## src/rtl/number_scan_if.sv

```systemverilog
// Handshake and classifier bus between a requester and number_scan_ctrl.
// The NUMBER_SCAN_LASTPRIME_EN macro adds the last_prime/last_prime_vld signals.
interface number_scan_if #(
  parameter int unsigned CW = 5
);
  localparam int unsigned AW = 4;

  logic          start;
  logic          abort;
  logic [AW-1:0] lo;
  logic [AW-1:0] hi;
  logic [AW-1:0] a;
  logic          p;
  logic          d;
  logic          busy;
  logic          done;
  logic [CW-1:0] prime_cnt;
  logic [CW-1:0] div3_cnt;
`ifdef NUMBER_SCAN_LASTPRIME_EN
  logic [AW-1:0] last_prime;
  logic          last_prime_vld;

  modport master (
    output start, abort, lo, hi, p, d,
    input  a, busy, done, prime_cnt, div3_cnt, last_prime, last_prime_vld
  );

  modport slave (
    input  start, abort, lo, hi, p, d,
    output a, busy, done, prime_cnt, div3_cnt, last_prime, last_prime_vld
  );
`else
  modport master (
    output start, abort, lo, hi, p, d,
    input  a, busy, done, prime_cnt, div3_cnt
  );

  modport slave (
    input  start, abort, lo, hi, p, d,
    output a, busy, done, prime_cnt, div3_cnt
  );
`endif
endinterface

```

## src/rtl/number_scan_ctrl.sv

```systemverilog
// Walks a wrapping 4-bit range lo..hi through an external classifier, counting primes and multiples of 3.
// Optional last-prime tracking is enabled with NUMBER_SCAN_LASTPRIME_EN.
module number_scan_ctrl #(
  parameter int unsigned CW = 5
) (
  input  logic          clk,
  input  logic          reset,
  number_scan_if.slave  bus
);
  localparam int unsigned AW = 4;

  typedef enum logic [1:0] {
    IDLE = 2'd0,
    SCAN = 2'd1,
    DONE = 2'd2
  } state_t;

  state_t        state_q, state_d;
  logic [AW-1:0] a_q, a_d;
  logic [AW-1:0] hi_q, hi_d;
  logic          busy_q, busy_d;
  logic          done_q, done_d;
  logic [CW-1:0] pcnt_q, pcnt_d;
  logic [CW-1:0] dcnt_q, dcnt_d;
`ifdef NUMBER_SCAN_LASTPRIME_EN
  logic [AW-1:0] lp_q, lp_d;
  logic          lpv_q, lpv_d;
`endif

  // State and datapath registers; reset overrides everything including a live scan.
  always_ff @(posedge clk) begin
    if (reset) begin
      state_q <= IDLE;
      a_q     <= '0;
      hi_q    <= '0;
      busy_q  <= 1'b0;
      done_q  <= 1'b0;
      pcnt_q  <= '0;
      dcnt_q  <= '0;
`ifdef NUMBER_SCAN_LASTPRIME_EN
      lp_q    <= '0;
      lpv_q   <= 1'b0;
`endif
    end else begin
      state_q <= state_d;
      a_q     <= a_d;
      hi_q    <= hi_d;
      busy_q  <= busy_d;
      done_q  <= done_d;
      pcnt_q  <= pcnt_d;
      dcnt_q  <= dcnt_d;
`ifdef NUMBER_SCAN_LASTPRIME_EN
      lp_q    <= lp_d;
      lpv_q   <= lpv_d;
`endif
    end
  end

  // Next-state and next-datapath logic.
  always_comb begin
    state_d = state_q;
    a_d     = a_q;
    hi_d    = hi_q;
    pcnt_d  = pcnt_q;
    dcnt_d  = dcnt_q;
`ifdef NUMBER_SCAN_LASTPRIME_EN
    lp_d    = lp_q;
    lpv_d   = lpv_q;
`endif
    case (state_q)
      IDLE: begin
        if (bus.start) begin
          hi_d    = bus.hi;
          a_d     = bus.lo;
          pcnt_d  = '0;
          dcnt_d  = '0;
`ifdef NUMBER_SCAN_LASTPRIME_EN
          lp_d    = '0;
          lpv_d   = 1'b0;
`endif
          state_d = SCAN;
        end
      end
      SCAN: begin
        if (bus.abort) begin
          state_d = IDLE;
        end else begin
          pcnt_d = pcnt_q + CW'(bus.p);
          dcnt_d = dcnt_q + CW'(bus.d);
`ifdef NUMBER_SCAN_LASTPRIME_EN
          if (bus.p) begin
            lp_d  = a_q;
            lpv_d = 1'b1;
          end
`endif
          if (a_q == hi_q) begin
            state_d = DONE;
          end else begin
            a_d = a_q + AW'(1);
          end
        end
      end
      DONE:    state_d = IDLE;
      default: state_d = IDLE;
    endcase
    busy_d = (state_d == SCAN);
    done_d = (state_d == DONE);
  end

  assign bus.a         = a_q;
  assign bus.busy      = busy_q;
  assign bus.done      = done_q;
  assign bus.prime_cnt = pcnt_q;
  assign bus.div3_cnt  = dcnt_q;
`ifdef NUMBER_SCAN_LASTPRIME_EN
  assign bus.last_prime     = lp_q;
  assign bus.last_prime_vld = lpv_q;
`endif
endmodule

```

## src/flat_wrapper.sv

```systemverilog
// flat-port wrapper written by rule: the top's interface ports become plain ports
module number_scan_ctrl_flat 
#(
  parameter int unsigned CW = 5
)
  (clk, reset, bus_start, bus_abort, bus_lo, bus_hi, bus_p, bus_d, bus_a, bus_busy, bus_done, bus_prime_cnt, bus_div3_cnt);
  number_scan_if #(.CW(CW)) bus_i ();
  input  logic clk;
  input  logic reset;
  input wire logic [$bits(bus_i.start)-1:0] bus_start;
  input wire logic [$bits(bus_i.abort)-1:0] bus_abort;
  input wire logic [$bits(bus_i.lo)-1:0] bus_lo;
  input wire logic [$bits(bus_i.hi)-1:0] bus_hi;
  input wire logic [$bits(bus_i.p)-1:0] bus_p;
  input wire logic [$bits(bus_i.d)-1:0] bus_d;
  output wire logic [$bits(bus_i.a)-1:0] bus_a;
  output wire logic [$bits(bus_i.busy)-1:0] bus_busy;
  output wire logic [$bits(bus_i.done)-1:0] bus_done;
  output wire logic [$bits(bus_i.prime_cnt)-1:0] bus_prime_cnt;
  output wire logic [$bits(bus_i.div3_cnt)-1:0] bus_div3_cnt;
  assign bus_i.start = bus_start;
  assign bus_i.abort = bus_abort;
  assign bus_i.lo = bus_lo;
  assign bus_i.hi = bus_hi;
  assign bus_i.p = bus_p;
  assign bus_i.d = bus_d;
  assign bus_a = bus_i.a;
  assign bus_busy = bus_i.busy;
  assign bus_done = bus_i.done;
  assign bus_prime_cnt = bus_i.prime_cnt;
  assign bus_div3_cnt = bus_i.div3_cnt;
  number_scan_ctrl #(.CW(CW)) u_core (.clk(clk), .reset(reset), .bus(bus_i));
endmodule
```

## config.mk

```make
export PLATFORM = sky130hd
export DESIGN_NAME = number_scan_ctrl_flat
export DESIGN_NICKNAME = d
export VERILOG_FILES = /design/src/rtl/number_scan_if.sv /design/src/rtl/number_scan_ctrl.sv /design/src/flat_wrapper.sv
export SDC_FILE = /design/constraint.sdc
export NUM_CORES = 1
export LEC_CHECK = 0
export BUFFER_PORTS_ARGS = -buffer_cell sky130_fd_sc_hd__clkbuf_2
export CORE_MARGIN = 2
export CORE_UTILIZATION = 51
export CTS_CLUSTER_SIZE = 12
export DETAILED_ROUTE_END_ITERATION = 8
export PLACE_DENSITY = 0.88
export SYNTH_ARGS = -nofsm -noshare
export SYNTH_HDL_FRONTEND = slang
export SYNTH_SLANG_ARGS = --single-unit
export TNS_END_PERCENT = 10
```

## constraint.sdc

```tcl
create_clock -name clk -period 1.9 [get_ports clk]
set_input_delay 0.285 -clock clk [delete_from_list [all_inputs] [get_ports clk]]
set_output_delay 0.285 -clock clk [all_outputs]
set_load 0.01 [all_outputs]
```

==> results by stage, run 1 <==
STA:
- Between clock sinks in the finished design, the worst skew comes to roughly 0.0085 ns.
- The max-slew violation count is 0.
- The final critical path takes up just under 90% of the cycle.
- The final-report setup violation count is 0.
- The final total negative setup slack is 0 ns.
- The number of hold violations in the final report is 0.
- The final worst hold slack is between 0.15 and 0.2 ns.
- Setup repair after global routing left no endpoint under its margin.
- In this run the tightest slew margin relative to its limit is 65.75%.
- Setup slack closes at about 0.2 ns.
- The minimum period implied by the final worst setup slack is between 1.5 and 2 ns.
- For the pin with the worst max-slew slack, the measured transition is a little over 0.5 ns.
- Derived from the worst setup path, the maximum achievable clock frequency is roughly 590 MHz.

Cells and area:
- The sequential cell area is between 400 and 500 um2.
- The finished layout holds between 150 and 200 standard cells, fillers aside.
- The area taken by multi-input logic gates is approximately 630 um2.
- In the layout the commonest cells are clkbuf_2 (29), dfxtp_1 (22), nor2_1 (13).
- The repair_antennas step left the layout with diodes totalling 0.
- The fraction of final layout cells sized beyond drive strength 1 is between 20% and 30%.
- Cells fill about two thirds of the core in the end.
- The synthesis-to-layout area growth is 17.06%.
- The final layout contains ~170 nets.
- Leaving out fill and tap cells, the most frequent cell in the layout is clkbuf_2.
- The number of fillers in the final layout is between 150 and 200.

Power:
- The leakage component of the power is about 0.55 nW.
- The total power per unit cell area is 872.1 nW/um2.
- VDD sags by at most approximately 0.66 mV.

CTS:
- The buffer type at the clock tree root is clkbuf_4.
- The deepest level of the CTS H-tree is 1.
- The clock tree from TritonCTS is built.
- Once the clock tree was built, the resizer swapped 0 gates to a different size.
- The hold buffer count at cts is 0.
- Clock-pin slew was measured on the worst setup and hold paths at between 0.1 and 0.15 ns.
- In this run the post-CTS setup repair buffer count came out at 0.
- The number of clock buffers added by TritonCTS is 3.
- The clock reaches the later pin of the worst-skew pair after 0.31 ns.
- No sink is reached through more buffers than the 2 on the longest clock path.
- The CTS sink count is 22.

Run:
- Across the run, the number of max-cap violations was 0.

Global routing:
- The pin count of the biggest net entering global routing is 20.
- The first global-routing pass estimated approximately 4.0 mm of wire.
- The via count of the first global-routing pass is 993.
- The remaining global-route overflow is 0.
- The initial antenna violation count is 0.
- The aggregate global-route resource usage is between 20 and 25%.

Synth:
- The number of flip-flops and latches in the synthesized netlist is 22.
- The summed instance area of the synthesized netlist is 1122 um2.
- The synthesized design devotes to its leading area cell type around 40% of total area.
- The number of warnings reported in the yosys synthesis log is 0.
- The library cell occupying the most area in the post-synthesis netlist is dfxtp_1.
- The number of instances in the synthesized netlist is ~120.
- Sorting the synthesized cells by area gives the leading types as dfxtp_1 (39%), xnor2_1 (7.0%), ha_1 (5.6%), nor2_1 (4.3%), a21oi_1 (3.6%).
- The number of distinct standard cells referenced by the synthesized netlist is 40.
- Sequential cells were found to cover ~40% of the synthesized design area.
- A synthesized cell averages a little over 9 um2.
- The number of nets handed over by synthesis was approximately 140.

Outcome:
- The run finished with clean final reports.

Route:
- Wires add up to 2.402 mm.
- The violation count after the first detailed-routing iteration is 10.
- The number of nets with antenna violations after routing is 0.
- In the routed layout, each cell is associated on average with a via count of roughly 5.6.
- Before antenna repair, the detailed router went through 4 iterations.
- The number of design rule violations left after detail routing is 0.
- The routed layout has 998 vias.
- After detailed routing, the average wire length per cell comes to roughly 13 um.

Die:
- The die is a little over 50 um wide.
- The initialized floorplan defines 16 standard-cell rows.
- The count of boundary I/O pins is 30.
- The core outline area is between 2000 and 2500 um2.
- The floorplan die area is 2592 um2.
- Measured along the y axis, the die boundary spans around 50 um.
- The starting density of the core is about 56%.

Worst setup path:
- The depth of the worst register-to-register path is 4.
- STA classifies the critical path startpoint as a register.
- STA puts the critical path data required time at approximately 2.1 ns.
- STA classifies the critical path endpoint as a register.
- The worst register-to-register path has a setup slack of 0.20 ns.
- The worst reg2reg path startpoint is u_core.state_q[0]$_SDFF_PP0_.
- The setup path with the least slack is of type reg -> reg.
- In this run the worst path has a maximum fanout of 11.
- The terminus of the critical flop-to-flop path is u_core.bus.a[0]$_SDFFE_PP0P_.
- Data on the critical path arrives at its endpoint at approximately 1.9 ns.

Placed design:
- At the end of routability-driven placement, the weighted congestion stood at just under 0.9.
- Prior to clock tree synthesis, the placed netlist has a worst setup slack of approximately 0.23 ns.
- The total placed cells including tap cells is roughly 170.
- Port buffering added 29 buffers.
- Once detailed placement completed, the half-perimeter wirelength came to around 1.8 mm.

Hold path:
- The startpoint of the worst hold path is bus_abort.
- The path class of the tightest hold or removal check is in -> reg.
- The hold-critical path depth is 2.
- The path with the worst hold slack has its endpoint at u_core.state_q[1]$_SDFF_PP0_.
[area by class of cell]
cell class / instances / share of cell area [%]
Clock buffer: 4 / 2.762
Timing Repair Buffer: 31 / 12.19
Tap cell: 27 / 2.571
Multi-Input combinational cell: 91 / 48.10
Sequential cell: 22 / 33.52
Inverter: 3 / 0.8571
[metal layers]
| metal | track usage (%) | part of all wire, % |
|---|---|---|
| met1 | 21.65 | 42 |
| met2 | 36.36 | 50 |
| met3 | 5.263 | 5.3 |
| met4 | 9.910 | 2.6 |
| met5 | 0 | 0 |
[worst max path at each step]
stage	from	depth (start not counted)	slack, ns	endpoint
2_1_floorplan	u_core.bus.a[0]$_SDFFE_PP0P_	4	0.33	u_core.bus.a[0]$_SDFFE_PP0P_
3_3_place_gp	u_core.state_q[0]$_SDFF_PP0_	4	0.30	u_core.bus.a[0]$_SDFFE_PP0P_
3_5_place_dp	u_core.state_q[0]$_SDFF_PP0_	4	0.23	u_core.bus.a[0]$_SDFFE_PP0P_
4_1_cts	u_core.state_q[0]$_SDFF_PP0_	4	0.21	u_core.bus.a[0]$_SDFFE_PP0P_
5_1_grt	u_core.state_q[0]$_SDFF_PP0_	4	0.1	u_core.bus.a[0]$_SDFFE_PP0P_
6_report	u_core.state_q[0]$_SDFF_PP0_	4	0.20	u_core.bus.a[0]$_SDFFE_PP0P_
[power breakdown]
part	internal [mW]	switching, mW
registers	0.500	0.0493
clock network	0.117	0.142
logic	0.156	0.181
[registers in the layout (all words and copies together) (netlist names)]
register              flops
u_core.bus.a              4
u_core.bus.busy           1
u_core.bus.div3_cnt       5
u_core.bus.done           1
u_core.bus.prime_cnt      5
u_core.hi_q               4
u_core.state_q            2
[metrics by stage]
stage                     total power, mW  area (um2)
after floorplan                    0.7849        1122
after global placement             0.8743        1277
final                               1.146        1314
after detailed placement           0.8890        1277
after global routing                1.197        1314
after CTS                           1.150        1314
[logic make-up (layout without fill, tap and decap cells)]
kind of cell               after synthesis  count (layout)  share of synthesized area [%]
and+or+nand+nor                         46              46                          22.52
AOI/OAI and AO/OA                       25              25                          15.61
DFF                                     22              22                          39.24
buffers and inverters                   10              38                          4.459
xor gates and xnor gates                 9               9                          7.024
muxes                                    6               6                          5.574
adders and majority gates                5               5                          5.574
[Yosys cell counts]
master / count
a2111oi_1: 3
a211o_2: 1
a211oi_1: 2
a21o_1: 1
a21oi_1: 8
a21oi_2: 1
a2bb2oi_1: 1
a31oi_1: 1
a32o_1: 1
and2b_1: 1
and3_1: 1
and4bb_2: 2
buf_1: 1
buf_2: 1
buf_4: 1
buf_6: 1
clkbuf_1: 3
dfxtp_1: 22
ha_1: 5
inv_1: 3
mux2_2: 2
mux2i_1: 4
nand2_1: 7
nand2b_1: 4
nand3_1: 3
nand3b_1: 1
nand4_1: 1
nor2_1: 13
nor2_2: 1
nor2b_1: 2
nor3_1: 1
nor3b_1: 2
nor4_1: 3
o211ai_1: 2
o21ai_0: 3
o221ai_1: 1
or2_2: 2
or3_1: 1
or3b_1: 1
xnor2_1: 9
[worst max-delay path, stage by stage (launching register included)]
cell      delay [ns]
dfxtp_1         0.41
nand2b_1        0.32
nor2_2          0.19
or2_2           0.37
a211o_2         0.30
No activity file was read; power rests on OpenSTA's default activity.
==> run 2, diff against run 1 <==
--- a/config.mk
+++ b/config.mk
@@ -5,12 +5,13 @@
 export SDC_FILE = /design/constraint.sdc
 export NUM_CORES = 1
 export LEC_CHECK = 0
+export ABC_AREA = 1
 export BUFFER_PORTS_ARGS = -buffer_cell sky130_fd_sc_hd__clkbuf_2
 export CORE_MARGIN = 2
-export CORE_UTILIZATION = 51
+export CORE_UTILIZATION = 50
 export CTS_CLUSTER_SIZE = 12
 export DETAILED_ROUTE_END_ITERATION = 8
-export PLACE_DENSITY = 0.88
+export PLACE_DENSITY = 0.87
 export SYNTH_ARGS = -nofsm -noshare
 export SYNTH_HDL_FRONTEND = slang
 export SYNTH_SLANG_ARGS = --single-unit
==> results by stage, run 2 <==
Die:
- The core outline area is 2002 um2 (was 2022 um2).
- The count of boundary I/O pins was 30 (unchanged).
- The floorplan die area was 2569 um2 (was 2592 um2).
- The starting density of the core came to 54.44% (was 55.51%).
- The width of the die came to 50.69 um (was 50.91 um).
- The die span in y is 50.69 um (was 50.91 um).
- The placement row count is 16 (unchanged).

Placed design:
- The last weighted congestion value of the routability-driven placer is 0.8511 (was 0.8650).
- The post-detailed-placement half-perimeter wirelength came to 1.755 mm (was 1.790 mm).
- The number of buffer cells added on primary ports came to 29 (unchanged).
- The post-place instance area is 1242 um2 (was 1277 um2).
- The post-placement setup slack is 0.5603 ns (was 0.2348 ns).

Cells and area:
- The post-route cell area is 1279 um2 (was 1314 um2).
- Commonest cells after routing, fill and taps aside: nand2_1 (33), clkbuf_2 (29), dfxtp_1 (22) (was clkbuf_2 (29), dfxtp_1 (22), nor2_1 (13)).
- The synthesis-to-layout area growth is 17.34% (was 17.06%).
- The net count reported at finish is 197 (was 171).
- The final core area utilization is 63.88% (was 64.98%).
- The antenna diode count was 0 (unchanged).
- The fraction of final layout cells sized beyond drive strength 1 is 22.60% (was 29.14%).
- The leading cell type in the layout, fill and taps excluded was nand2_1 (was clkbuf_2).
- The number of fillers in the final layout is 205 (was 186).

Worst setup path:
- The peak per-stage delay on the critical path is 0.46 ns (was 0.41 ns).
- The slowest cell on the critical path is dfxtp_1 (unchanged).
- The buffer and inverter count on the worst path came to 1 (was 0).
- The cell with the most instances on the worst path is nand2_1.
- Critical Path, Cell by Cell: inv_1, nand2_1, nand2_1, nor2_1, nand3_2, nand2_2, nand2_1, nand2_1, nor2_1 (was nand2b_1, nor2_2, or2_2, a211o_2).
- The cell type group with the largest total delay on the critical path is simple AND/OR/NAND/NOR gates (unchanged).
- The worst endpoint required time is 2.12 ns (about the same).
- The terminus of the critical flop-to-flop path is u_core.bus.a[2]$_SDFFE_PP0P_ (was u_core.bus.a[0]$_SDFFE_PP0P_).
- The worst setup path category is reg -> reg (unchanged).
- The startpoint class of the critical path is a register (unchanged).
- The worst reg2reg path startpoint is u_core.bus.a[2]$_SDFFE_PP0P_ (was u_core.state_q[0]$_SDFF_PP0_).
- The depth of the worst register-to-register path was 9 (was 4).
- The critical path arrival came to 1.61 ns (was 1.91 ns).
- The element type at the critical path end is a register (unchanged).
- The worst reg-to-reg setup slack came to 0.51 ns (was 0.20 ns).
- The critical-path maximum fanout is 6 (was 11).

Global routing:
- The remaining global-route overflow came to 0 (unchanged).
- The met1 track demand over resource is 26.26% (was 21.65%).
- The initial antenna violation count is 0 (unchanged).
- The pin count of the biggest net entering global routing is 20 (unchanged).
- The aggregate global-route resource usage is 20.72% (was 20.21%).
- The via count of the first global-routing pass is 953 (was 993).
- The global routing met2 resource utilization was 32.89% (was 36.36%).
- The most congested layer reported by global routing is met2 (unchanged).
- The wire length of the first global-routing pass was 3.974 mm (unchanged).
- The met3 capacity usage during global routing is 2.976% (was 5.263%).

STA:
- The final critical-path share of the clock period was 73.23% (was 89.36%).
- RSZ-0062 raised after global routing: false (unchanged).
- The final-report setup violation count is 0 (unchanged).
- The minimum period implied by the final worst setup slack is 1.391 ns (was 1.698 ns).
- The maximum clock frequency is 718.7 MHz (was 589.0 MHz).
- The worst clock skew on the final layout came to 0.002957 ns (was 0.008549 ns).
- The worst path setup slack after routing was 0.5086 ns (was 0.2021 ns).
- The final total negative setup slack is 0 ns (unchanged).
- The number of hold violations in the final report is 0 (unchanged).
- The final worst hold slack was 0.2285 ns (was 0.1760 ns).
- The slew at the pin with the worst max-slew slack was 0.3600 ns (was 0.5131 ns).
- The max-slew violation count is 0 (unchanged).
- The normalized max-slew margin is 75.97% (was 65.75%).

Synth:
- The number of distinct standard cells referenced by the synthesized netlist is 21 (was 40).
- The share of the synthesized area in the top cell type is 40.41% (was 39.24%).
- The number of warnings reported in the yosys synthesis log is 0 (unchanged).
- The average size of a mapped cell is 7.414 um2 (was 9.125 um2).
- The top flip-flop cell by instance count after synthesis was dfxtp_1 (unchanged).
- The library cell occupying the most area in the post-synthesis netlist was dfxtp_1 (unchanged).
- The summed instance area of the synthesized netlist is 1090 um2 (was 1122 um2).
- The total nets after synthesis is 166 (was 142).
- The number of instances in the synthesized netlist is 147 (was 123).
- Most area-consuming cells after synthesis: dfxtp_1 (40%), nand2_1 (11%), a21oi_1 (6.9%), ha_1 (5.7%), inv_1 (5.2%) (was dfxtp_1 (39%), xnor2_1 (7.0%), ha_1 (5.6%), nor2_1 (4.3%), a21oi_1 (3.6%)).
- The most used standard cell by instance count after synthesis was nand2_1 (was dfxtp_1).
- Commonest cells in the netlist: nand2_1 (33), dfxtp_1 (22), a21oi_1 (15), inv_1 (15), nor2_1 (15) (was dfxtp_1 (22), nor2_1 (13), xnor2_1 (9), a21oi_1 (8), nand2_1 (7)).
- The fraction of the yosys area taken by sequential cells is 40.41% (was 39.24%).
- The proportion of register bits with asynchronous set or reset after synthesis came to 0% (unchanged).
- The number of enable flip-flop cells after synthesis is 0 (unchanged).
- The number of flip-flops and latches in the synthesized netlist was 22 (unchanged).

CTS:
- The number of setup buffers added after CTS is 0 (unchanged).
- The post-cts repair resize count is 0 (unchanged).
- The clock tree from TritonCTS is built (unchanged).
- The number of buffers inserted during clock tree synthesis is 3 (unchanged).
- The CTS sink count is 22 (unchanged).
- The buffer type at the clock tree root is clkbuf_4 (unchanged).
- The deepest level of the CTS H-tree is 1 (unchanged).
- The clock tree buffer depth is 2 (unchanged).
- The source-to-sink clock delay at the later pin of the worst-skew pair is 0.31 ns (about the same).
- The hold buffer count at cts came to 0 (unchanged).
- The CTS clock-pin slew for the worst setup and hold paths is 0.12 ns (about the same).

Power:
- The part of the power in registers came to 49.3% (was 48.0%).
- The maximum resistive drop on vdd is 0.5488 mV (was 0.6618 mV).
- The combinational fraction of design power is 27.2% (was 29.4%).
- The relative contribution of the clock network to total power is 23.5% (was 22.6%).
- The total power per unit cell area is 870.6 nW/um2 (was 872.1 nW/um2).
- The net switching fraction of the power came to 33.85% (was 32.53%).
- The net load switching power is 0.3768 mW (was 0.3727 mW).
- The leakage component of the power is 0.6431 nW (was 0.5450 nW).
- The cell internal power dissipation came to 0.7364 mW (was 0.7730 mW).

Route:
- The number of design rule violations left after detail routing came to 0 (unchanged).
- The count of TritonRoute iterations in the first routing pass is 4 (unchanged).
- The overall routed net length is 2.309 mm (was 2.402 mm).
- The overall via count from detail_route is 1,066 (was 998).
- The average via count per standard cell is 5.225 (was 5.607).
- The wire length per cell is 11.32 um (was 13.49 um).
- The number of nets with antenna violations after routing was 0 (unchanged).
- The violation count after the first detailed-routing iteration is 23 (was 10).

Hold path:
- The end point of the worst hold path is u_core.bus.prime_cnt[4]$_SDFFE_PP0P_ (was u_core.state_q[1]$_SDFF_PP0_).
- The kind of path behind the tightest hold check is in -> reg (unchanged).
- The hold-critical path depth was 2 (unchanged).
- The startpoint of the worst hold path is reset (was bus_abort).

Outcome:
- Result of the run: finished, final reports clean (unchanged).

Run:
- The max-cap check violation count is 0 (unchanged).
## run 2: cell families after synthesis
kind of cell	Yosys count	share of synthesized area, %
AO/OA/AOI/OAI	25	11.48
XOR/XNOR	2	1.608
adder cells (fa/ha/maj)	5	5.741
buffers and inverters	18	7.577
flip-flops	22	40.41
AND/OR/NAND/NOR	75	33.18
## run 2: layer usage
layer	part of all wire, %	vias up
met3	5.7	8
met1	43	476
li1	-	541
met4	2.7	0
met5	0	-
met2	48	41
## run 2: final cells by class
class                           instances  area (um2)  area share (%)
Sequential cell                        22       440.4           34.44
Inverter                               15       56.30           4.403
Tap cell                               27       33.78           2.642
Clock buffer                            4       36.28           2.838
Timing Repair Buffer                   29       145.1           11.35
Multi-Input combinational cell        107       566.8           44.32
## run 2: worst max-delay path by stage
stage | start | end | depth (start not counted)
2_1_floorplan | u_core.bus.a[0]$_SDFFE_PP0P_ | u_core.bus.a[2]$_SDFFE_PP0P_ | 9
3_3_place_gp | u_core.state_q[0]$_SDFF_PP0_ | u_core.bus.div3_cnt[0]$_SDFFE_PP0P_ | 6
3_5_place_dp | u_core.state_q[0]$_SDFF_PP0_ | u_core.bus.div3_cnt[0]$_SDFFE_PP0P_ | 6
4_1_cts | u_core.bus.a[1]$_SDFFE_PP0P_ | u_core.bus.a[2]$_SDFFE_PP0P_ | 9
5_1_grt | u_core.bus.a[2]$_SDFFE_PP0P_ | u_core.bus.a[2]$_SDFFE_PP0P_ | 9
6_report | u_core.bus.a[2]$_SDFFE_PP0P_ | u_core.bus.a[2]$_SDFFE_PP0P_ | 9
## run 2: worst reg2reg max path: stages, from the launching register on
cell     delay [ns]
dfxtp_1        0.46
inv_1          0.08
nand2_1        0.06
nand2_1        0.05
nor2_1         0.17
nand3_2        0.16
nand2_2        0.15
nand2_1        0.07
nand2_1        0.06
nor2_1         0.04
## run 2: through the flow
stage	total power, mW	instances
after floorplan	0.7767	147
after global placement	0.8468	200
after detailed placement	0.8616	200
after CTS	1.112	204
after global routing	1.192	204
final	1.113	204
## run 2: power groups by stage
stage | Combinational (mW) | Sequential, mW | Clock [mW]
6_report | 0.303 | 0.549 | 0.262
3_3_place_gp | 0.291 | 0.556 | 0
2_1_floorplan | 0.211 | 0.566 | 0
5_1_grt | 0.345 | 0.559 | 0.287
3_5_place_dp | 0.303 | 0.559 | 0
4_1_cts | 0.303 | 0.549 | 0.261
==> run 3, diff against run 2 <==
--- a/config.mk
+++ b/config.mk
@@ -5,13 +5,13 @@
 export SDC_FILE = /design/constraint.sdc
 export NUM_CORES = 1
 export LEC_CHECK = 0
-export ABC_AREA = 1
+export ABC_AREA = 0
 export BUFFER_PORTS_ARGS = -buffer_cell sky130_fd_sc_hd__clkbuf_2
 export CORE_MARGIN = 2
-export CORE_UTILIZATION = 50
+export CORE_UTILIZATION = 51
 export CTS_CLUSTER_SIZE = 12
 export DETAILED_ROUTE_END_ITERATION = 8
-export PLACE_DENSITY = 0.87
+export PLACE_DENSITY = 0.88
 export SYNTH_ARGS = -nofsm -noshare
 export SYNTH_HDL_FRONTEND = slang
 export SYNTH_SLANG_ARGS = --single-unit
==> constraint.sdc (replaced) <==
create_clock -name clk -period 1.4 [get_ports clk]
set_input_delay 0.21 -clock clk [delete_from_list [all_inputs] [get_ports clk]]
set_output_delay 0.21 -clock clk [all_outputs]
set_load 0.01 [all_outputs]
==> results by stage, run 3 (synthesis gave the netlist of run 1 again) <==
Outcome:
- Result of the run: finished with violations (was finished, final reports clean).
- The checks that failed: setup timing.

CTS:
- The CTS sink count is 22 (unchanged).
- The deepest level of the CTS H-tree is 1 (unchanged).
- The CTS clock-pin slew for the worst setup and hold paths is 0.12 ns (about the same).
- The number of buffers inserted during clock tree synthesis is 3 (unchanged).
- The source-to-sink clock delay at the later pin of the worst-skew pair is 0.31 ns (about the same).
- The clock tree from TritonCTS is built (unchanged).
- The clock tree buffer depth is 2 (unchanged).
- The hold buffer count at cts was 0 (unchanged).
- The buffer type at the clock tree root is clkbuf_4 (unchanged).
- The number of setup buffers added after CTS is 0 (unchanged).

Cells and area:
- The sequential cell area was 457.9 um2 (was 440.4 um2).
- Commonest cells after routing, fill and taps aside: clkbuf_2 (29), buf_4 (17), dfxtp_1 (14) (was nand2_1 (33), clkbuf_2 (29), dfxtp_1 (22)).
- The fraction of final layout cells sized beyond drive strength 1 is 45.51% (was 22.60%).
- The number of fillers in the final layout is 148 (was 205).
- The area taken by multi-input logic gates is 732.0 um2 (was 566.8 um2).
- The net count reported at finish was 187 (was 197).
- The antenna diode count is 0 (unchanged).
- The leading cell type in the layout, fill and taps excluded is clkbuf_2 (was nand2_1).
- The final core area utilization is 76.86% (was 63.88%).
- The count of placed standard cells in the final layout, fillers left out is 194 (was 204).
- The post-route cell area is 1554 um2 (was 1279 um2).
- The synthesis-to-layout area growth is 38.46% (was 17.34%).

STA:
- The slew at the pin with the worst max-slew slack is 0.3130 ns (was 0.3600 ns).
- The final critical-path share of the clock period came to 102.6% (was 73.23%).
- The worst path setup slack after routing was -0.03659 ns (was 0.5086 ns).
- The normalized max-slew margin is 79.13% (was 75.97%).
- The max-slew violation count was 0 (unchanged).
- The worst clock skew on the final layout is 0.01178 ns (was 0.002957 ns).
- The final total negative setup slack is -0.03659 ns (was 0 ns).
- The final-report setup violation count is 1 (was 0).
- The maximum clock frequency is 696.1 MHz (was 718.7 MHz).
- RSZ-0062 raised after global routing: true (was false).
- The number of hold violations in the final report came to 0 (unchanged).
- The minimum period implied by the final worst setup slack was 1.437 ns (was 1.391 ns).

Route:
- The number of nets with antenna violations after routing was 0 (unchanged).
- The average via count per standard cell came to 5.557 (was 5.225).
- The number of design rule violations left after detail routing was 0 (unchanged).
- The overall routed net length came to 2.794 mm (was 2.309 mm).
- The count of TritonRoute iterations in the first routing pass is 4 (unchanged).
- The wire length per cell is 14.40 um (was 11.32 um).
- The overall via count from detail_route is 1,078 (was 1,066).
- The violation count after the first detailed-routing iteration is 19 (was 23).

Die:
- The floorplan die area was 2592 um2 (was 2569 um2).
- The placement row count came to 16 (unchanged).
- The die span in y is 50.91 um (was 50.69 um).
- The starting density of the core is 55.51% (was 54.44%).
- The width of the die is 50.91 um (was 50.69 um).
- The count of boundary I/O pins is 30 (unchanged).
- The core outline area is 2022 um2 (was 2002 um2).

Placed design:
- The post-place instance area is 1430 um2 (was 1242 um2).
- The post-detailed-placement half-perimeter wirelength was 2.047 mm (was 1.755 mm).
- The last weighted congestion value of the routability-driven placer is 0.8742 (was 0.8511).
- The post-placement setup slack is -0.1421 ns (was 0.5603 ns).
- The number of buffer cells added on primary ports was 29 (unchanged).
- The total placed cells including tap cells is 190 (was 200).

Power:
- The net load switching power is 0.5448 mW (was 0.3768 mW).
- The combinational fraction of design power came to 37.4% (was 27.2%).
- The relative contribution of the clock network to total power is 17.5% (was 23.5%).
- The cell internal power dissipation is 1.136 mW (was 0.7364 mW).
- The leakage component of the power is 0.6388 nW (was 0.6431 nW).
- The maximum resistive drop on vdd is 0.8024 mV (was 0.5488 mV).
- The total power per unit cell area was 1082 nW/um2 (was 870.6 nW/um2).
- The part of the power in registers is 45.1% (was 49.3%).
- The net switching fraction of the power is 32.41% (was 33.85%).

Global routing:
- The pin count of the biggest net entering global routing is 15 (was 20).
- The aggregate global-route resource usage came to 22.54% (was 20.72%).
- The initial antenna violation count is 0 (unchanged).
- The wire length of the first global-routing pass is 4.436 mm (was 3.974 mm).
- The remaining global-route overflow is 0 (unchanged).
- The via count of the first global-routing pass came to 1,088 (was 953).

Worst setup path:
- The element type at the critical path end is a register (unchanged).
- The critical-path maximum fanout is 6 (unchanged).
- The worst setup path category is reg -> reg (unchanged).
- The startpoint class of the critical path is a register (unchanged).
- The critical path arrival is 1.65 ns (was 1.61 ns).
- The worst endpoint required time was 1.61 ns (was 2.12 ns).

Run:
- The max-cap check violation count is 0 (unchanged).

Hold path:
- The kind of path behind the tightest hold check is in -> reg (unchanged).
[run 3: path summary, 6_finish.rpt]
kind,slack (ns),from,cells past startpoint,endpoint
min reg2reg,0.52,u_core.bus.div3_cnt[1]$_SDFFE_PP0P_,2,u_core.bus.div3_cnt[1]$_SDFFE_PP0P_
max reg2reg,-0.04,u_core.bus.a[1]$_SDFFE_PP0P_,4,u_core.bus.a[2]$_SDFFE_PP0P_
max,-0.04,u_core.bus.a[1]$_SDFFE_PP0P_,4,u_core.bus.a[2]$_SDFFE_PP0P_
min,0.11,reset,2,u_core.bus.div3_cnt[0]$_SDFFE_PP0P_
[run 3: final cells by class]
class                   instances  share of cell area [%]
clock buffers                   4                   1.691
inverters                       3                  0.7246
multi-input cells              91                   47.10
flip-flops and latches         22                   29.47
well taps                      27                   2.174
repair buffers                 47                   18.84
[run 3: worst max-delay path, stage by stage, from the launching register on]
cell     delay (ns)
dfxtp_4        0.41
xnor2_2        0.11
nand4_1        0.19
or3b_1         0.42
a31oi_1        0.21
[run 3: per-stage QoR]
step / hold WS [ns] / power [mW]
floorplan: 0.2885 / 1.087
global placement: 0.4482 / 1.315
detailed placement: 0.4518 / 1.337
CTS: 0.1109 / 1.645
global route: 0.1192 / 1.768
finish: 0.1145 / 1.681
[run 3: timing repair]
| action | CTS | global route |
|---|---|---|
| gates resized for setup | 9 | 9 |
| setup endpoints to repair | 17 | 8 |
| pin swaps | 4 | 5 |
[run 3: power groups by stage]
| stage | sequential [mW] | combinational (mW) | clock, mW |
|---|---|---|---|
| detailed placement | 0.760 | 0.577 | 0 |
| global placement | 0.755 | 0.559 | 0 |
| floorplan | 0.767 | 0.319 | 0 |
| global route | 0.766 | 0.677 | 0.324 |
| finish | 0.759 | 0.629 | 0.294 |
| CTS | 0.750 | 0.598 | 0.298 |
[run 3: layer usage]
layer	track usage [%]	wire (um)
met1	25.41	1141
met2	40.69	1447
met3	2.632	101
met4	12.61	103
met5	0	0
